<file path="src/rtl/packet_sched_pkg.sv">
// Shared types for the packet buffer scheduler: buffer indices, per-buffer
// ownership states and the 3-entry ring increment.
package packet_sched_pkg;

   localparam int NUM_BUFS = 3;

   typedef logic [1:0] buf_idx_t;

   typedef enum logic [2:0] {
      FREE,
      SNOOP,
      READY,
      CPU,
      ACCEPTED,
      FWD
   } buf_state_t;

   typedef buf_state_t [NUM_BUFS-1:0] buf_vec_t;

   // Wraps 2 -> 0; an out-of-range index also folds back to 0.
   function automatic buf_idx_t ring_inc(input buf_idx_t idx);
      return (idx >= buf_idx_t'(NUM_BUFS - 1)) ? buf_idx_t'(0) : idx + buf_idx_t'(1);
   endfunction

endpackage

</file>
<file path="src/rtl/packet_sched_scan.sv">
// Combinational first-match search over the buffer state vector, walking the
// ring from a start index and reporting the first buffer in match_state.
module packet_sched_scan
   import packet_sched_pkg::*;
(
   input  buf_vec_t   states,
   input  buf_idx_t   start,
   input  buf_state_t match_state,
   output logic       found,
   output buf_idx_t   idx
);

   buf_idx_t cand;

   always_comb begin
      found = 1'b0;
      idx   = start;
      cand  = start;
      for (int i = 0; i < NUM_BUFS; i++) begin
         if (!found && (states[cand] == match_state)) begin
            found = 1'b1;
            idx   = cand;
         end
         cand = ring_inc(cand);
      end
   end

endmodule

</file>
<file path="src/rtl/packet_sched.sv">
// Buffer scheduler time-sharing three packet_ram buffers among snooper, CPU and
// forwarder. Define PACKET_SCHED_FWD_EN to enable the forwarder path.
module packet_sched
   import packet_sched_pkg::*;
#(
   parameter int CNT_WIDTH = 16
)
(
   input  logic                 clk,
   input  logic                 rst_n,
   output logic                 sn_rdy,
   output logic [1:0]           sn_sel,
   input  logic                 sn_done,
   output logic                 cpu_rdy,
   output logic [1:0]           cpu_sel,
   input  logic                 cpu_acc,
   input  logic                 cpu_rej,
   output logic                 fwd_rdy,
   output logic [1:0]           fwd_sel,
   input  logic                 fwd_done,
   output logic [2:0]           len_rst,
   output logic [CNT_WIDTH-1:0] acc_cnt,
   output logic [CNT_WIDTH-1:0] rej_cnt
);

   buf_vec_t               bufs_q, bufs_d;
   buf_idx_t               sn_ptr_q, sn_ptr_d;
   buf_idx_t               cpu_ptr_q, cpu_ptr_d;
   buf_idx_t               fwd_ptr_q, fwd_ptr_d;
   logic                   sn_rdy_q, sn_rdy_d;
   buf_idx_t               sn_sel_q, sn_sel_d;
   logic                   cpu_rdy_q, cpu_rdy_d;
   buf_idx_t               cpu_sel_q, cpu_sel_d;
   logic                   fwd_rdy_q, fwd_rdy_d;
   buf_idx_t               fwd_sel_q, fwd_sel_d;
   logic [2:0]             len_rst_q, len_rst_d;
   logic [CNT_WIDTH-1:0]   acc_cnt_q, acc_cnt_d;
   logic [CNT_WIDTH-1:0]   rej_cnt_q, rej_cnt_d;

   logic                   scan_found;
   buf_idx_t               scan_idx;

`ifdef PACKET_SCHED_FWD_EN
   packet_sched_scan u_fwd_scan (
      .states      (bufs_q),
      .start       (fwd_ptr_q),
      .match_state (ACCEPTED),
      .found       (scan_found),
      .idx         (scan_idx)
   );
`else
   logic fwd_done_unused;
   assign fwd_done_unused = fwd_done;
   assign scan_found      = 1'b0;
   assign scan_idx        = '0;
`endif

   // Each agent only ever touches the buffer it owns or one in its grant state,
   // so the three updates below never collide on the same buffer.
   always_comb begin
      bufs_d    = bufs_q;
      sn_ptr_d  = sn_ptr_q;
      cpu_ptr_d = cpu_ptr_q;
      fwd_ptr_d = fwd_ptr_q;
      sn_rdy_d  = sn_rdy_q;
      sn_sel_d  = sn_sel_q;
      cpu_rdy_d = cpu_rdy_q;
      cpu_sel_d = cpu_sel_q;
      fwd_rdy_d = fwd_rdy_q;
      fwd_sel_d = fwd_sel_q;
      len_rst_d = 3'b000;
      acc_cnt_d = acc_cnt_q;
      rej_cnt_d = rej_cnt_q;

      if (sn_rdy_q) begin
         if (sn_done) begin
            bufs_d[sn_sel_q] = READY;
            sn_rdy_d         = 1'b0;
            sn_ptr_d         = ring_inc(sn_ptr_q);
         end
      end else if (bufs_q[sn_ptr_q] == FREE) begin
         bufs_d[sn_ptr_q]    = SNOOP;
         sn_sel_d            = sn_ptr_q;
         sn_rdy_d            = 1'b1;
         len_rst_d[sn_ptr_q] = 1'b1;
      end

      // Reject has priority when both verdicts arrive together.
      if (cpu_rdy_q) begin
         if (cpu_rej) begin
            bufs_d[cpu_sel_q] = FREE;
            rej_cnt_d         = rej_cnt_q + CNT_WIDTH'(1);
            cpu_rdy_d         = 1'b0;
            cpu_ptr_d         = ring_inc(cpu_ptr_q);
         end else if (cpu_acc) begin
`ifdef PACKET_SCHED_FWD_EN
            bufs_d[cpu_sel_q] = ACCEPTED;
`else
            bufs_d[cpu_sel_q] = FREE;
`endif
            acc_cnt_d         = acc_cnt_q + CNT_WIDTH'(1);
            cpu_rdy_d         = 1'b0;
            cpu_ptr_d         = ring_inc(cpu_ptr_q);
         end
      end else if (bufs_q[cpu_ptr_q] == READY) begin
         bufs_d[cpu_ptr_q] = CPU;
         cpu_sel_d         = cpu_ptr_q;
         cpu_rdy_d         = 1'b1;
      end

`ifdef PACKET_SCHED_FWD_EN
      if (fwd_rdy_q) begin
         if (fwd_done) begin
            bufs_d[fwd_sel_q] = FREE;
            fwd_rdy_d         = 1'b0;
            fwd_ptr_d         = ring_inc(fwd_sel_q);
         end
      end else if (scan_found) begin
         bufs_d[scan_idx] = FWD;
         fwd_sel_d        = scan_idx;
         fwd_rdy_d        = 1'b1;
      end
`else
      if (scan_found) begin
         fwd_sel_d = scan_idx;
      end
`endif
   end

   always_ff @(posedge clk or negedge rst_n) begin
      if (!rst_n) begin
         for (int i = 0; i < NUM_BUFS; i++) begin
            bufs_q[i] <= FREE;
         end
         sn_ptr_q  <= '0;
         cpu_ptr_q <= '0;
         fwd_ptr_q <= '0;
         sn_rdy_q  <= 1'b0;
         sn_sel_q  <= '0;
         cpu_rdy_q <= 1'b0;
         cpu_sel_q <= '0;
         fwd_rdy_q <= 1'b0;
         fwd_sel_q <= '0;
         len_rst_q <= 3'b000;
         acc_cnt_q <= '0;
         rej_cnt_q <= '0;
      end else begin
         bufs_q    <= bufs_d;
         sn_ptr_q  <= sn_ptr_d;
         cpu_ptr_q <= cpu_ptr_d;
         fwd_ptr_q <= fwd_ptr_d;
         sn_rdy_q  <= sn_rdy_d;
         sn_sel_q  <= sn_sel_d;
         cpu_rdy_q <= cpu_rdy_d;
         cpu_sel_q <= cpu_sel_d;
         fwd_rdy_q <= fwd_rdy_d;
         fwd_sel_q <= fwd_sel_d;
         len_rst_q <= len_rst_d;
         acc_cnt_q <= acc_cnt_d;
         rej_cnt_q <= rej_cnt_d;
      end
   end

   assign sn_rdy  = sn_rdy_q;
   assign sn_sel  = sn_sel_q;
   assign cpu_rdy = cpu_rdy_q;
   assign cpu_sel = cpu_sel_q;
   assign fwd_rdy = fwd_rdy_q;
   assign fwd_sel = fwd_sel_q;
   assign len_rst = len_rst_q;
   assign acc_cnt = acc_cnt_q;
   assign rej_cnt = rej_cnt_q;

endmodule

</file>
<file path="config.mk">
export PLATFORM = sky130hd
export DESIGN_NAME = packet_sched
export DESIGN_NICKNAME = d
export VERILOG_FILES = /design/src/rtl/packet_sched_pkg.sv /design/src/rtl/packet_sched_scan.sv /design/src/rtl/packet_sched.sv
export SDC_FILE = /design/constraint.sdc
export NUM_CORES = 1
export LEC_CHECK = 0
export BUFFER_PORTS_ARGS = -buffer_cell sky130_fd_sc_hd__clkbuf_2
export CAP_MARGIN = 0
export CORE_MARGIN = 10
export CORE_UTILIZATION = 49
export DETAILED_ROUTE_END_ITERATION = 10
export PLACE_DENSITY = 0.81
export SLEW_MARGIN = 20
export SYNTH_ARGS = -nofsm -noshare
export SYNTH_HDL_FRONTEND = slang
export SYNTH_SLANG_ARGS = --single-unit
</file>
<file path="constraint.sdc">
create_clock -name clk -period 1.6 [get_ports clk]
set_input_delay 0.16 -clock clk [delete_from_list [all_inputs] [get_ports clk]]
set_output_delay 0.16 -clock clk [all_outputs]
set_load 0.005 [all_outputs]
</file>
### Yosys cells after proc, flatten, opt, wreduce, memory -nomap -nowiden

Cells that the tools add are included.

* shifts and indexed selects: 0
* $lt $le $gt $ge: 10
* eq/ne operators: 1
* reduce and logical (&&, ||, !) cells: 12
* add/subtract/negate cells: 4
* muxes and demuxes: 34
* div/mod/pow operators: 0
* bitwise operators: 14
* multipliers: 0

Operators with widths (count)
* 2-to-1 mux 9 bit: 7
* adder 16 x 1 -> 16 bit (second input constant): 2
* demux 3 bit (select 2 bit): 4
* 2-to-1 mux 3 bit: 8
* bitwise AND 6 bit: 2
* binary-select mux 3 bit (select 2 bit): 2
* < comparator 2 x 3 -> 1 bit (second input constant): 4
* NOT 6 bit: 2
* AND reduction 2 bit: 5
* bitwise AND 9 bit: 1
* NOT 9 bit: 1
* >= comparator 2 x 1 -> 1 bit (second input constant): 4
* 2-to-1 mux 1 bit: 8
* 2-to-1 mux 2 bit: 4
* OR 3 bit: 2
* OR 6 bit: 1
* adder 2 x 1 -> 2 bit (second input constant): 2
* >= comparator 2 bit (second input constant): 2
* logical AND 1 bit: 4
* bitwise AND 3 bit: 1
* == test 3 x 2 -> 1 bit (second input constant): 1
* zero test 3 bit: 1
* NOT 1 bit: 3
* NOT 3 bit: 1
* other kinds (3): 3

* logic and storage cells: 87
* bits of input ports: 6
* latch bits: 0
* output and inout bits: 44
* bits in read-only memories: 0
* RAM bits: 0
* memories kept: 0
* register bits: 54

### Depth between registers and ports, before layout

Gate-level depths: netlist of the first run.

* depth in word-level cells: 12
* mapped depth: 5
* depth with buffers taken out: 5

### Worst setup path before layout of the first run

Ideal clock, no wire load.

* path kind: register -> register
* start point: register acc_cnt_q[0], in the netlist acc_cnt[0]
* end point: register acc_cnt_q[14], in the netlist acc_cnt[14]
* slack: 10 ps
* path buffers: 0
* arrival time: 1510 ps
* required time: 1521 ps
* library setup time: 79 ps
* period minus slack after synthesis: 1590 ps
* cell stages (with the launch flop): 6
* path through: dfrtp_1 > ha_1 > nand4b_2 > or4_4 > nor2_1 > xor2_1

* word-level cells in the longest chain between the ends: 1

Ends and longest elaborated chain
* start, declared: line packet_sched.sv:37 `logic [CNT_WIDTH-1:0] acc_cnt_q, acc_cnt_d;`
* start signal, assigned: line packet_sched.sv:159 `acc_cnt_q <= acc_cnt_d;`
* adder 16 x 1 -> 16 bit: line packet_sched.sv:101 `acc_cnt_d = acc_cnt_q + CNT_WIDTH'(1);`

Every way passes these cells.
A chain may end at the register's enable or synchronous reset.

### Final worst setup path of the first run

* start point: register acc_cnt_q[1], in the netlist acc_cnt[1]
* end point: register acc_cnt_q[12], in the netlist acc_cnt[12]

Same word-level chain as after synthesis.

==> results of run 1 <==
-- worst paths after layout --
check / cells after the start / slack, ns / startpoint / end
worst max-delay path: 5 / 0.09 / acc_cnt[1] / acc_cnt[12]
worst min-delay path: 2 / 0.11 / sn_done / sn_rdy
worst max register to register: 5 / 0.09 / acc_cnt[1] / acc_cnt[12]
worst min register to register: 1 / 0.48 / acc_cnt[15] / acc_cnt[15]
max in group asynchronous: 3 / 0.96 / rst_n / cpu_rdy
min in group asynchronous: 3 / 0.38 / rst_n / bufs_q[8]
-- through the flow --
step / total power (uW) / setup TNS, ns / hold WS (ns)
after floorplan: 2840 / 0 / -0.136
after global placement: 3430 / 0 / 0.179
after detailed placement: 3500 / 0 / 0.180
after CTS: 4280 / 0 / 0.0986
after global routing: 4610 / -0.00964 / 0.120
final: 4270 / 0 / 0.105
-- kinds of logic (layout without fill, tap and decap cells) --
logic type | count (synthesis) | after routing | synth area share
and+or+nand+nor | 81 | 81 | 0.203
muxes | 7 | 7 | 0.0317
xor gates and xnor gates | 30 | 30 | 0.107
DFF | 54 | 54 | 0.553
adders and majority gates | 2 | 2 | 0.0102
buffers and inverters | 15 | 81 | 0.0297
AOI/OAI and AO/OA | 24 | 24 | 0.0635
other | 1 | 3 | 0.00153
-- timing repair --
| item | 4_1_cts | 5_1_grt |
|---|---|---|
| buffers inserted | 0 | 1 |
| endpoints found under the hold margin | 54 | 0 |
| gates resized for setup | 0 | 7 |
| hold buffers | 1 | 0 |
| endpoints found under the setup margin | 0 | 12 |
-- area by class of cell --
class / instances / area share
Sequential cell: 54 / 0.450
Timing Repair Buffer: 64 / 0.127
Tap cell: 67 / 0.0279
Clock buffer: 6 / 0.0275
Inverter: 9 / 0.0113
Clock inverter: 2 / 0.00417
Multi-Input combinational cell: 147 / 0.351
-- power by group --
part           internal, uW  switching (uW)
registers              1690             342
clock network           348             417
logic                   778             698
-- synth_stat cells (4+ instances only) --
| cell type | instances | area (um^2) |
|---|---|---|
| nand3_1 | 13 | 65.1 |
| nor2_1 | 13 | 48.8 |
| o21ai_0 | 5 | 25.0 |
| xor2_1 | 12 | 105 |
| nand4_1 | 7 | 43.8 |
| mux2_2 | 6 | 67.6 |
| nand2_1 | 12 | 45.0 |
| nor3_1 | 6 | 30.0 |
| dfrtp_1 | 54 | 1350 |
| xnor2_1 | 18 | 158 |
| inv_1 | 9 | 33.8 |
| a21oi_1 | 6 | 30.0 |
| buf_4 | 4 | 30.0 |
-- state kept, by name, summed over array words and instances, names as in the netlist --
| name | cells |
|---|---|
| cpu_rdy | 1 |
| acc_cnt | 16 |
| sn_ptr_q | 2 |
| sn_sel | 2 |
| cpu_sel | 2 |
| rej_cnt | 16 |
| len_rst | 3 |
| sn_rdy | 1 |
| bufs_q | 9 |
| cpu_ptr_q | 2 |
-- worst reg2reg max path, cell delays in order, from the launching register on --
cell and delay, ns:
dfrtp_1 0.41, ha_4 0.17, nand4b_2 0.11, or4_4 0.47
nor2_2 0.13, xor2_1 0.15
-- layer usage --
layer,vias up,wire length (um),track usage
li1,877,-,-
met1,884,2220,0.149
met2,40,2400,0.208
met3,7,228,0.0349
met4,0,48,0.0345
met5,-,0,0
==> results.cfg, run 1 <==
[placed_design]
io_buffers = 45
dp_slack_ns = 0.0501
placedCellCount = 339
place_hpwl_mm = 3.74
gp_congestion = 0.784
placed_area_um2 = 2860

[timing]
fin_crit_ns = 1.51
setup_viol = 0
hold_viol = 0
post-route-period-util = 0.943
fin_ws_ns = 0.0913
max_freq_mhz = 663
fin_worst_skew_ns = 0.00785
finalMaxSlewViolations = 0

[final_layout]
fin_util = 0.627
fin_nets = 289
seq_area_um2 = 1350
syn2layout_area_growth_pct = 22.8
multi_input_area_um2 = 1050
final_cell_mix = dfrtp_1, clkbuf_2, xnor2_1, buf_4, nand3_1
fill_cells = 391
layout-drive-gt1-share = 0.333
final_common_cell = dfrtp_1
final_cell_area_um2 = 3000
n_antenna_cell = 0
final_cells = 349

[setup_path]
end_kind = register
worst-setup-path-type = reg2reg
path_buf_inv = 0
crit_path_start_kind = register
crit_required_ns = 1.82
slowest_delay_ns = 0.47
cp_slowest_cell = or4_4
path_delay_family = simple AND/OR/NAND/NOR gates
crit_chain = ha_4, nand4b_2, or4_4, nor2_2, xor2_1
arrival_ns = 1.73
cp_max_fo = 3

[die]
pin_count = 50
die_x_um = 90.6
die_y_um = 90.6
initial_core_util = 0.511
core_area_um2 = 4790
fp-row-count = 25
die_area_um2 = 8210

[synth]
syn_area_um2 = 2440
synth_cell_types = 46
ys_warn_count = 0
synth_seq_area_share = 0.553
synth-edff-count = 0
postSynthAreaPerCell_um2 = 11.4
ys_async_sr_fraction = 1.00
synth-main-ff-cell = dfrtp_1
syn_inst = 214
synth_seq_cells = 54

[status]
outcome = finished, final reports clean

[power_and_ir_drop]
ir_worst_vdd_uv = 883
leakage_uw = 0.00148
p_per_area_nw_per_um2 = 1420

[detailed_routing]
wl_per_cell_um = 14.0
final_antenna_net_count = 0
wirelength_mm = 4.90
dr.pass1.iters = 4
drt_iter0_drc = 94
via_per_inst = 5.18
dr_total_vias = 1808
drc = 0

[grt]
grt_pass1_wl_mm = 8.64
antenna_found_initial = 0
grt_usage = 0.123
grt_pass1_vias = 1887
grt-ovfl-total = 0
grt_max_degree = 55

[clock_tree]
htree_levels = 2
cts_sinks = 54
clk_latency_ns = 0.30
clk_pin_slew_ns = 0.10
cts_buffer_depth = 2
cts_inserted_buffers = 5
cts_tree = yes
cts_root_buf = clkbuf_8

[min_path]
hold_path_class = in2reg

[run]
drv_cap = 0
No activity file was read; power rests on OpenSTA's default activity.
==> run 2: changes to the inputs <==
- SETUP_SLACK_MARGIN: default -> 0.5
==> run 2 against run 1 <==
  * The run now ends with negative setup slack left
  * Register-to-register slack worse by 0.096 ns
  * Non-clock buffer count is 43 higher
  * Combinational power is 100% higher
  * Via count is 19% higher
  * Count of clock-buffer cells in the layout is 1 lower
  * First-iteration DRC count is 21% higher
  * Critical path type unchanged
  * Largest cell class is now multi-input gates
  * Largest power group is now combinational cells
==> results.cfg, run 2 (synthesized netlist as in run 1, its figures left out) <==
[die]
die_y_um = 90.6
pin_count = 50
fp-row-count = 25
core_area_um2 = 4790
die_x_um = 90.6
die_area_um2 = 8210
initial_core_util = 0.511

[detailed_routing]
via_per_inst = 5.49
dr_total_vias = 2153
dr.pass1.iters = 4
wirelength_mm = 7.78
wl_per_cell_um = 19.9
final_antenna_net_count = 0
drc = 0
drt_iter0_drc = 114

[grt]
grt_pass1_wl_mm = 10.5
grt_pass1_vias = 2081
antenna_found_initial = 0
grt_usage = 0.155
grt_max_degree = 27
grt-ovfl-total = 0

[timing]
max_freq_mhz = 623
fin_ws_ns = -0.00441
setup_viol = 1
fin_crit_ns = 1.60
fin_worst_skew_ns = 0.0176
finalMaxSlewViolations = 0
rsz0062_at_grt = yes
post-route-period-util = 1.00
hold_viol = 0

[power_and_ir_drop]
finalPower_uw = 6070
leakage_uw = 0.00186
p_per_area_nw_per_um2 = 1590
ir_worst_vdd_uv = 1260

[placed_design]
placed_area_um2 = 2930
placedCellCount = 337
place_hpwl_mm = 3.96
io_buffers = 45
gp_congestion = 0.783

[clock_tree]
clk_pin_slew_ns = 0.11
cts_root_buf = clkbuf_8
cts_sinks = 54
clk_latency_ns = 0.32
cts_tree = yes
htree_levels = 2
cts_buffer_depth = 2
cts_inserted_buffers = 5

[setup_path]
crit_chain = ha_2, nand4_1, buf_4, nor4_4, nand2_1, xnor2_1
worst-setup-path-type = reg2reg
crit_required_ns = 1.80
cp_max_fo = 3
arrival_ns = 1.80
rr_startpoint = rej_cnt[0]
slowest_delay_ns = 0.41
reg2reg_slack_ns = -0.004
path_buf_inv = 1
r2r_end = rej_cnt[12]
cp_slowest_cell = dfrtp_1
reg2regPathDepth = 6
path_delay_family = simple AND/OR/NAND/NOR gates
end_kind = register
crit_path_start_kind = register

[final_layout]
fill_cells = 266
final_cells = 392
final_common_cell = dfrtp_1
layout-drive-gt1-share = 0.578
final_cell_area_um2 = 3810
final_cell_mix = dfrtp_1, clkbuf_2, buf_4, buf_6, xnor2_1
syn2layout_area_growth_pct = 55.8
fin_nets = 332
seq_area_um2 = 1360
multi_input_area_um2 = 1410
n_antenna_cell = 0

[status]
violations = negative setup slack
outcome = finished, violations left

[min_path]
min_from = sn_done
holdPathStages = 2
hold_path_class = in2reg
min_to = sn_rdy

[run]
drv_cap = 0
[run 2: cell count changes in the layout (fill, tap and decap cells not counted), sizes merged]
cell / previous run / this run
bufinv: 0 / 1
clkinv: 1 / 2
clkinvlp: 1 / 0
clkbuf: 51 / 45
buf: 18 / 66
[run 2: timing repair]
action / CTS / global route
pin swaps: 14 / 21
cloned: 0 / 0
setup buffers: 22 / 24
hold buffers: 1 / 0
setup endpoints to repair: 58 / 70
resized for setup: 37 / 58
endpoints found under the hold margin: 14 / 0
[run 2: stage by stage]
| step | util | setup slack, ns | hold WS [ns] | TNS (ns) |
|---|---|---|---|---|
| after floorplan | - | 0.0434 | -0.136 | 0 |
| after global placement | 0.612 | 0.117 | 0.107 | 0 |
| after detailed placement | 0.612 | 0.0910 | 0.108 | 0 |
| after CTS | 0.702 | 0.113 | 0.0519 | 0 |
| after global routing | 0.796 | -0.101 | 0.0876 | -0.199 |
| final | 0.796 | -0.00441 | 0.0903 | -0.00441 |
[run 2: routing by layer]
| layer | global-route usage | wire length [um] | vias up |
|---|---|---|---|
| met5 | 0 | 0 | - |
| met4 | 0.0584 | 231 | 0 |
| met3 | 0.0399 | 419 | 18 |
| met1 | 0.185 | 3180 | 1085 |
| met2 | 0.261 | 3960 | 83 |
| li1 | - | - | 967 |
[run 2: worst max-delay path by stage]
stage	start	to	slack [ns]	cells after the start
after floorplan	acc_cnt[1]	acc_cnt[14]	0.04	5
after global placement	acc_cnt[1]	acc_cnt[14]	0.12	5
after detailed placement	acc_cnt[0]	acc_cnt[12]	0.09	5
after CTS	acc_cnt[1]	acc_cnt[12]	0.11	5
after global routing	rej_cnt[1]	rej_cnt[12]	-0.10	6
final	rej_cnt[0]	rej_cnt[12]	-0.004	6
[run 2: cell type report]
type	count	share of cell area
timing repair buffer	107	0.213
sequential	54	0.358
tap	67	0.0220
clock inverter	3	0.0105
multi-input combinational	147	0.369
inverter	9	0.00887
clock buffer	5	0.0181
[run 2: report_power, final]
part / total (uW) / internal, uW / switching (uW)
Clock: 930 / 462 / 469
Combinational: 2970 / 1640 / 1320
Sequential: 2170 / 1710 / 464
==> run 3: changes to the inputs <==
- REMOVE_ABC_BUFFERS: default -> 1
==> run 3 against run 2 <==
  * The flow now finishes without violations
  * First-iteration DRC count fell by 11%
  * Clock power shrank 2.4%
  * Wire length down 3.2%
  * Count of clock-buffer cells in the layout increased by 3
  * Critical endpoint is now bufs_q[0]
  * Largest cell class unchanged
==> results.cfg, run 3 (synthesized netlist as in run 1, its figures left out) <==
[clock_tree]
htree_levels = 2
cts_inserted_buffers = 5
cts_tree = yes
clk_latency_ns = 0.33
cts_sinks = 54
cts_buffer_depth = 2
cts_root_buf = clkbuf_8
clk_pin_slew_ns = 0.11

[power_and_ir_drop]
leakage_uw = 0.00186
switching_power_uw = 2190
clock_power_share = 0.152
p_sw_frac = 0.368
pwr-share-seq = 0.372
ir_worst_vdd_uv = 984
finalPower_uw = 5960
p_per_area_nw_per_um2 = 1570
combinationalPowerShare = 0.476
p_int_uw = 3760

[timing]
fin_crit_ns = 1.54
post-route-period-util = 0.965
fin_setup_tns_ns = 0
rsz0062_at_grt = yes
hold_viol = 0
max_freq_mhz = 647
setup_viol = 0
finalMaxSlewViolations = 0
hold_ws_ns = 0.0860
fin_worst_skew_ns = 0.0155

[detailed_routing]
final_antenna_net_count = 0
drt_iter0_drc = 101
drc = 0
dr.pass1.iters = 5
dr_total_vias = 2131
via_per_inst = 5.41
wl_per_cell_um = 19.1
wirelength_mm = 7.54

[final_layout]
n_antenna_cell = 0
fill_cells = 262
fin_nets = 334
final_cell_mix = clkbuf_2, dfrtp_1, buf_4, buf_6, xnor2_1
fin_util = 0.795
final_common_cell = clkbuf_2
layout-drive-gt1-share = 0.569
multi_input_area_um2 = 1380
syn2layout_area_growth_pct = 55.6
final_cells = 394
seq_area_um2 = 1370

[placed_design]
io_buffers = 45
place_hpwl_mm = 3.77
gp_congestion = 0.787
placedCellCount = 335

[min_path]
hold_path_class = in2reg

[die]
core_area_um2 = 4790
pin_count = 50
fp-row-count = 25
die_x_um = 90.6
initial_core_util = 0.511
die_area_um2 = 8210
die_y_um = 90.6

[setup_path]
end_kind = register
worst-setup-path-type = reg2reg
crit_required_ns = 1.83
cp_max_fo = 5
arrival_ns = 1.77
crit_path_start_kind = register

[grt]
grt-ovfl-total = 0
grt_max_degree = 55
antenna_found_initial = 0
grt_pass1_vias = 2119
grt_pass1_wl_mm = 10.5
grt_usage = 0.155

[run]
drv_cap = 0

[status]
outcome = finished, final reports clean
run 3: power groups by stage:
stage          Clock (uW)  Combinational [uW]  Sequential [uW]
2_1_floorplan           0                 750             2070
3_3_place_gp            0                1290             2070
3_5_place_dp            0                1340             2080
4_1_cts               890                2050             2090
5_1_grt               973                3030             2260
6_report              908                2830             2220
run 3: worst max-delay path, stage by stage, from the launching register on:
cell and delay (ns):
dfrtp_1 0.46, nor3_1 0.26, a211o_1 0.18, nand3_4 0.13, buf_6 0.15, o32ai_1 0.25
run 3: per-layer routing:
| metal | vias to the layer above | global-route usage | routed length (um) |
|---|---|---|---|
| li1 | 967 | - | - |
| met3 | 20 | 0.0499 | 459 |
| met5 | - | 0 | 0 |
| met1 | 1064 | 0.178 | 3010 |
| met4 | 0 | 0.0769 | 236 |
| met2 | 80 | 0.255 | 3830 |
run 3: path summary, 6_finish.rpt:
kind | from | to | slack (ns) | depth (start not counted)
worst max-delay path | bufs_q[0] | bufs_q[0] | 0.06 | 5
worst min-delay path | sn_done | sn_rdy | 0.09 | 2
worst max register to register | bufs_q[0] | bufs_q[0] | 0.06 | 5
worst min register to register | rej_cnt[15] | rej_cnt[15] | 0.49 | 1
max in group asynchronous | rst_n | sn_rdy | 0.96 | 3
min in group asynchronous | rst_n | rej_cnt[11] | 0.37 | 3
run 3: layout make-up:
| type | instances | share of cell area |
|---|---|---|
| Timing Repair Buffer | 109 | 0.217 |
| Multi-Input combinational cell | 147 | 0.364 |
| Clock buffer | 8 | 0.0289 |
| Sequential cell | 54 | 0.359 |
| Tap cell | 67 | 0.0220 |
| Inverter | 9 | 0.00888 |
run 3: timing repair:
item                                    in CTS  in global routing
endpoints found under the setup margin      57                 72
buffers inserted                            28                 22
hold buffers                                 1                  0
endpoints found under the hold margin       54                  0
resized for setup                           61                 51
pin swaps                                   26                 16
run 3: stage by stage:
| step | setup slack, ns | cell area (um^2) |
|---|---|---|
| detailed placement | 0.0310 | 2830 |
| finish | 0.0552 | 3800 |
| CTS | 0.0655 | 3420 |
| global placement | 0.0969 | 2830 |
| floorplan | 0.0103 | 2410 |
| global route | 0.00294 | 3800 |
